### config.mk
export PLATFORM = sky130hd
export DESIGN_NAME = qk_stream_tx
export DESIGN_NICKNAME = d
export VERILOG_FILES = /design/src/rtl/qk_stream_tx.sv
export SDC_FILE = /design/constraint.sdc
export NUM_CORES = 1
export LEC_CHECK = 0
export ABC_AREA = 1
export BUFFER_PORTS_ARGS = -buffer_cell sky130_fd_sc_hd__buf_4
export CAP_MARGIN = 20
export CORE_UTILIZATION = 54
export CTS_CLUSTER_SIZE = 10
export DETAILED_ROUTE_END_ITERATION = 10
export GPL_TIMING_DRIVEN = 0
export PLACE_DENSITY_LB_ADDON = 0.08
export SYNTH_ARGS = -nofsm -noshare
export SYNTH_HDL_FRONTEND = slang
export SYNTH_SLANG_ARGS = --single-unit
### constraint.sdc
create_clock -name clk -period 1.61 [get_ports clk]
set_input_delay 0.0805 -clock clk [delete_from_list [all_inputs] [get_ports clk]]
set_output_delay 0.0805 -clock clk [all_outputs]
set_load 0.05 [all_outputs]
### src/rtl/qk_stream_tx.sv
// Query/key vector transmitter: holds one Q and one K vector and streams them
// interleaved (Q0, K0, Q1, K1, ...) over an 8-bit valid/ready master port.
//
// state | meaning
// ------+-----------------------------------------------------------------
// IDLE  | waiting for start; buffers writable; stream quiet
// SEND  | presenting beat cnt; advance on each handshake; buffers locked
// DONE  | one-cycle completion pulse, then back to IDLE
module qk_stream_tx #(
    parameter int N_FEAT = 4,
    parameter int W      = 8
) (
    input  logic                      clk,
    input  logic                      rst,
    input  logic                      wr_en,
    input  logic                      wr_sel,
    input  logic [$clog2(N_FEAT)-1:0] wr_idx,
    input  logic [W-1:0]              wr_data,
    input  logic                      start,
    output logic                      busy,
    output logic                      done,
    output logic [W-1:0]              data_out,
    output logic                      vld_out,
    input  logic                      rdy_in
);

    localparam int CW = $clog2(2 * N_FEAT);
    localparam logic [CW-1:0] LAST_BEAT = CW'(2 * N_FEAT - 1);

    typedef enum logic [1:0] {
        S_IDLE,
        S_SEND,
        S_DONE
    } state_t;

    state_t state, state_nxt;

    logic [CW-1:0] cnt;
    logic [W-1:0]  q_buf [N_FEAT];
    logic [W-1:0]  k_buf [N_FEAT];
    logic          hs;
    logic [CW-2:0] rd_idx;

    assign hs     = vld_out & rdy_in;
    assign rd_idx = cnt[CW-1:1];

    always_ff @(posedge clk) begin
        if (rst) begin
            state <= S_IDLE;
        end else begin
            state <= state_nxt;
        end
    end

    always_comb begin
        state_nxt = state;
        vld_out   = 1'b0;
        busy      = 1'b0;
        done      = 1'b0;
        case (state)
            S_IDLE: begin
                if (start) state_nxt = S_SEND;
            end
            S_SEND: begin
                vld_out = 1'b1;
                busy    = 1'b1;
                if (rdy_in && cnt == LAST_BEAT) state_nxt = S_DONE;
            end
            S_DONE: begin
                done      = 1'b1;
                state_nxt = S_IDLE;
            end
            default: state_nxt = S_IDLE;
        endcase
    end

    always_ff @(posedge clk) begin
        if (rst) begin
            cnt <= '0;
        end else if (state == S_IDLE && start) begin
            cnt <= '0;
        end else if (hs) begin
            cnt <= cnt + 1'b1;
        end
    end

    // Buffers are frozen for the whole transfer so the stream cannot tear.
    always_ff @(posedge clk) begin
        if (rst) begin
            for (int i = 0; i < N_FEAT; i++) begin
                q_buf[i] <= '0;
                k_buf[i] <= '0;
            end
        end else if (wr_en && !busy) begin
            if (wr_sel) k_buf[wr_idx] <= wr_data;
            else        q_buf[wr_idx] <= wr_data;
        end
    end

    always_comb begin
        data_out = '0;
        if (state == S_SEND) begin
            data_out = cnt[0] ? k_buf[rd_idx] : q_buf[rd_idx];
        end
    end

endmodule

==> key figures, run 1 <==
Placement
  • RD Place Congestion: 0.842
  • DPL Wire Length: 5590 um
  • PortBufs: 25
  • Placed Cells: 515

Yosys
  • Syn_nets: 430
  • Largest family of logic cells by synthesized area: simple AND/OR/NAND/NOR gates
  • Warnings from Yosys: 0
  • Area share of fa/ha/maj cells after synthesis: 0.708%
  • Synth area leader: edfxtp_1
  • Cell area after synthesis: 3540 um2
  • Ys flop type: edfxtp_1
  • Top cells by area, synth: edfxtp_1 (54%), nand2_1 (10%), nor2_1 (8.9%)
  • Netlist cell types: 23
  • Seq cells post-synth: 71
  • Post-synth EDFFs: 64
  • Register area share after synthesis: 58.3%
  • Post-Syn Instances: 412
  • Yosys top cell area share: 54.4%
  • Xor-xnor portion of the synthesized cell area: 0%
  • Post-Syn Area per Cell: 8.58 um2
  • Post-synthesis mux area share: 0%
  • Simple-gate portion of the synthesized area: 28.8%
  • Compound-Gate Fraction of Synth Area: 0.991%
  • Top-count cell post-synth: nand2_1
  • Top cells by count, synth: nand2_1 (95), nor2_1 (84), inv_1 (81), edfxtp_1 (64), nand3_1 (42)
  • Ys async rst share: 0%

Setup path
  • WS Path Type: reg -> out
  • Worst EP required: 1530 ps
  • CP startpoint kind: flop
  • Worst-path maximum fanout: 8
  • WP data arrival: 1650 ps
  • Worst setup EP type: output port

Run status
  • Outcome: finished with violations
  • Failing checks: negative setup slack

Detailed routing
  • Avg Vias per Cell: 5.19
  • Initial DRT Pass Iterations: 6
  • WL/cell: 16.0 um
  • DR iter-0 viols: 188
  • Total vias in the final route: 2818
  • Final wirelength: 8700 um
  • DRC: 0
  • Antenna-violating nets left: 0

Die
  • Die ar.: 6880 um2
  • Initial Util: 55.7%
  • Die Y: 82.9 um
  • Site Rows: 29
  • Ports: 27
  • Die X: 82.9 um
  • Core area: 6350 um2

Power
  • Maximum vdd drop: 0.000641 V
  • Power per standard cell area: 873 nW/um2
  • Lkg Pwr: 2.01 nW

CTS
  • Cts bufs inserted: 9
  • Htree depth: 3
  • CTS tree: done
  • Clk slew on worst S/H paths: 70 ps
  • Root buf cell: clkbuf_8
  • Clock Latency Late Sink: 350 ps
  • Clk sinks: 71
  • CTS max path bufs: 2

Global routing
  • GRT Residual Overflow: 0
  • Largest net degree at the start of global routing: 12
  • Initial antenna violation count: 0
  • Vias in the first global route: 2608
  • First-pass GRT wire length: 13200 um
  • Total GRT Usage: 26.3%

STA
  • Worst setup margin: -120 ps
  • Final hold viol count: 0
  • Worst Max-Slew Pin Slew: 455 ps
  • Final Max Tran Viols: 0
  • RSZ-0062 raised after global routing: yes
  • Endpoints failing setup: 8
  • Post-route clock period utilization: 107%
  • Min cycle time layout: 1730 ps
  • F_max: 578 MHz
  • Slew HR: 69.7%
  • Worst Clk Skew: 6.27 ps

Cells and area
  • Layout Utilization: 69.8%
  • Layout cells sized above 1: 28.1%
  • Antenna diodes: 0
  • P&R area growth vs syn: 25.4%
  • Final Non-Filler Cells: 543
  • Final #Nets: 479

Run
  • Max cap viols: 0

Min path
  • Worst min path class: in -> reg
-- cell families after synthesis --
family	Yosys count
AOI/OAI and AO/OA	7
adders and majority gates	2
buffers and inverters	98
DFF	71
and+or+nand+nor	234
-- stage by stage --
stage	TNS, ps	instance area [um2]	hold WS (ps)	power (mW)	setup slack, ps
global placement	-7650	3840	264	2.50	-416
floorplan	0	3560	150	2.38	48.7
detailed placement	-8490	3850	270	2.51	-280
finish	-728	4430	26.1	3.87	-120
CTS	-581	4230	9.82	3.83	-80.9
global route	-1190	4430	25.7	3.97	-184
-- cell usage in the layout, fill, tap and decap left out, types with 2 or more instances in the layout --
cell type / n
nor2_2: 14
nor2_1: 71
clkinv_2: 4
clkbuf_16: 2
buf_4: 27
inv_8: 2
buf_6: 18
clkbuf_1: 2
nand2_1: 79
nand3_1: 25
buf_8: 2
nand2_4: 6
nand4_4: 2
dfxtp_1: 6
nor2_4: 2
inv_1: 79
nand3_2: 17
ha_1: 2
a21oi_1: 4
clkbuf_8: 11
edfxtp_1: 64
nand2_2: 17
o21ai_2: 2
-- where the power goes --
part | total [mW] | leakage (nW) | switching [mW] | internal [mW]
Sequential | 2.10 | 0.725 | 0.0212 | 2.08
Combinational | 0.422 | 1.19 | 0.286 | 0.136
Clock | 1.34 | 0.0983 | 0.655 | 0.689
Total | 3.87 | 2.01 | 0.962 | 2.91
-- cell type report --
class                      count  area [um2]
sequential                    71        2060
fill                         485        1920
multi-input combinational    243        1260
timing repair buffer          38         347
inverter                      83         328
clock buffer                  13         170
buffer                        15         155
tap                           77        96.3
clock inverter                 3        15.0
-- sequential cells by signal, indices dropped and copies added (netlist names), named ones only --
| name | flops |
|---|---|
| k_buf | 32 |
| q_buf | 32 |
| cnt | 3 |
| state | 2 |
-- final timing paths --
kind	start	cells after the start	slack, ps	end
min reg2reg	cnt[2]	2	490	flop
max	flop	9	-120	data_out[2]
min	rdy_in	3	30	state[1]
max reg2reg	state[1]	6	90	k_buf[0][0]
-- layer usage --
metal,track usage [%],wire [um],vias to the layer above
li1,-,-,1375
met3,3.78,485,18
met4,13.0,217,0
met2,43.4,4420,112
met1,34.1,3580,1313
met5,0,0,-
-- what timing repair did --
| action | 4_1_cts | 5_1_grt |
|---|---|---|
| setup buffers | 0 | 7 |
| hold endpoints to repair | 2 | 0 |
| endpoints found under the setup margin | 73 | 64 |
| hold buffers | 1 | 0 |
| resized for setup | 61 | 31 |
| pin swaps | 5 | 8 |
| gates cloned | 3 | 1 |
-- worst max-delay path, cell delays in order, from the launching register on --
cell and delay (ps):
dfxtp_2 340, buf_8 150, inv_8 60, buf_8 130, nand2_1 60, nand3_1 100
nand3_1 100, nand2_1 70, nor2_2 120, buf_6 170
No activity file was read; power rests on OpenSTA's default activity.
==> run 2, diff against run 1 <==
--- a/config.mk
+++ b/config.mk
@@ -13,6 +13,7 @@
 export DETAILED_ROUTE_END_ITERATION = 10
 export GPL_TIMING_DRIVEN = 0
 export PLACE_DENSITY_LB_ADDON = 0.08
+export SETUP_SLACK_MARGIN = 0.2
 export SYNTH_ARGS = -nofsm -noshare
 export SYNTH_HDL_FRONTEND = slang
 export SYNTH_SLANG_ARGS = --single-unit
==> key figures, run 2 (synthesis results as in run 1) <==
Run status
  • Outcome: finished with violations
  • Failing checks: negative setup slack

Die
  • Die ar.: 6880 um2
  • Initial Util: 55.7%
  • Die Y: 82.9 um
  • Die X: 82.9 um
  • Site Rows: 29
  • Core area: 6350 um2
  • Ports: 27

Min path
  • Worst min path class: in -> reg
  • HP Start: wr_data[6]

Global routing
  • First-pass GRT wire length: 14400 um
  • Initial antenna violation count: 0
  • GRT Residual Overflow: 0
  • Total GRT Usage: 28.5%
  • Vias in the first global route: 2877
  • Largest net degree at the start of global routing: 13

Cells and area
  • Final Non-Filler Cells: 560
  • P&R area growth vs syn: 42.7%
  • Regs by FF count: k_buf x32, q_buf x32, cnt x3
  • Layout Utilization: 79.4%
  • Most frequent cells in the layout: inv_1 (78), edfxtp_1 (64), nand2_1 (60)
  • Finished layout cell area: 5040 um2
  • Antenna diodes: 0
  • Layout cells sized above 1: 40.6%
  • Most common cell after layout, fill and taps aside: inv_1
  • Final #Nets: 496

Power
  • Lkg Pwr: 2.21 nW
  • Power per standard cell area: 814 nW/um2
  • Maximum vdd drop: 0.000688 V

Setup path
  • Worst setup EP type: output port
  • Worst EP required: 1530 ps
  • WS Path Type: reg -> out
  • Reg-to-reg critical path startpoint: state[1]
  • CP startpoint kind: flop
  • Worst-path maximum fanout: 7
  • WP data arrival: 1630 ps

STA
  • Setup TNS: -665 ps
  • Worst setup margin: -102 ps
  • RSZ-0062 raised after global routing: yes
  • F_max: 584 MHz
  • Slew HR: 63.7%
  • Endpoints failing setup: 8
  • Final hold viol count: 0
  • Post-route clock period utilization: 106%
  • Min cycle time layout: 1710 ps
  • Worst Hold Slack: 217 ps
  • Final Max Tran Viols: 0
  • Worst Max-Slew Pin Slew: 544 ps
  • Worst Clk Skew: 12.3 ps

CTS
  • CTS max path bufs: 2
  • Root buf cell: clkbuf_8
  • Clk slew on worst S/H paths: 70 ps
  • Cts bufs inserted: 9
  • Clk sinks: 71
  • Htree depth: 3
  • CTS tree: done
  • Clock Latency Late Sink: 350 ps

Detailed routing
  • Avg Vias per Cell: 5.31
  • WL/cell: 17.3 um
  • DRC: 0
  • Final wirelength: 9680 um
  • Total vias in the final route: 2971
  • Initial DRT Pass Iterations: 4
  • DR iter-0 viols: 289
  • Antenna-violating nets left: 0

Placement
  • Placed Area: 3890 um2
  • Placed Cells: 514
  • RD Place Congestion: 0.790
  • DPL Wire Length: 5550 um
  • PortBufs: 25

Run
  • Max cap viols: 0
==> run 2: cell count changes in the layout (fill, tap and decap cells not counted), moves of 3 or more <==
cell and delta:
buf_12 +3, buf_8 +11, nand3_1 -9, nand3_2 +9
nor2_4 +17, nor2_1 -19, nand2_4 +5, nand2_1 -19
nand2_2 +10, buf_4 +3, nand2_8 +4
==> run 2: stage by stage <==
step           total power, mW  setup WS, ps
3_3_place_gp              2.52         -51.6
2_1_floorplan             2.40           181
3_5_place_dp              2.53         -39.4
5_1_grt                   4.23          -156
6_report                  4.11          -102
4_1_cts                   4.03         -48.3
==> run 2: path summary, 6_finish.rpt <==
check	slack [ps]	endpoint	cells past startpoint
max	-100	data_out[3]	9
min	220	q_buf[0][6]	3
max reg2reg	110	q_buf[1][7]	7
min reg2reg	500	flop	2
==> run 2: routing by layer <==
layer	routed length, um	vias up	share of wire, %	GRT usage, %
met1	3920	1397	40	36.1
met3	428	42	4.4	4.47
li1	-	1409	-	-
met2	4810	123	50	45.2
met4	522	0	5.4	19.3
met5	0	-	0	0
==> run 2: cell type report <==
| class | count | area (um2) |
|---|---|---|
| repair inverters | 1 | 8.76 |
| inverters | 83 | 344 |
| fillers | 388 | 1310 |
| clock inverters | 2 | 10.0 |
| flip-flops and latches | 71 | 2070 |
| clock buffers | 14 | 195 |
| plain buffers | 15 | 186 |
| multi-input cells | 243 | 1580 |
| repair buffers | 54 | 559 |
| well taps | 77 | 96.3 |
==> run 2: repair_timing <==
item | in CTS | in global routing
setup endpoints to repair | 74 | 71
setup buffers | 11 | 11
hold buffers | 3 | 0
gates resized for setup | 115 | 74
cloned | 5 | 0
pin swaps | 15 | 26
hold endpoints to repair | 2 | 0
==> run 2: report_power, final <==
group	internal, mW	total (mW)	leakage (nW)	switching (mW)
Combinational	0.189	0.541	1.37	0.352
Sequential	2.08	2.10	0.725	0.0221
Clock	0.787	1.46	0.107	0.675
Total	3.06	4.11	2.21	1.05
==> run 2: worst max-delay path: stages, from the launching register on <==
cell and delay, ps:
dfxtp_2 350, buf_12 150, inv_12 60, buf_16 130, nand2_1 60, nand3_1 100, nand2_2 110, nor2_2 50
nor2_4 100, buf_6 150
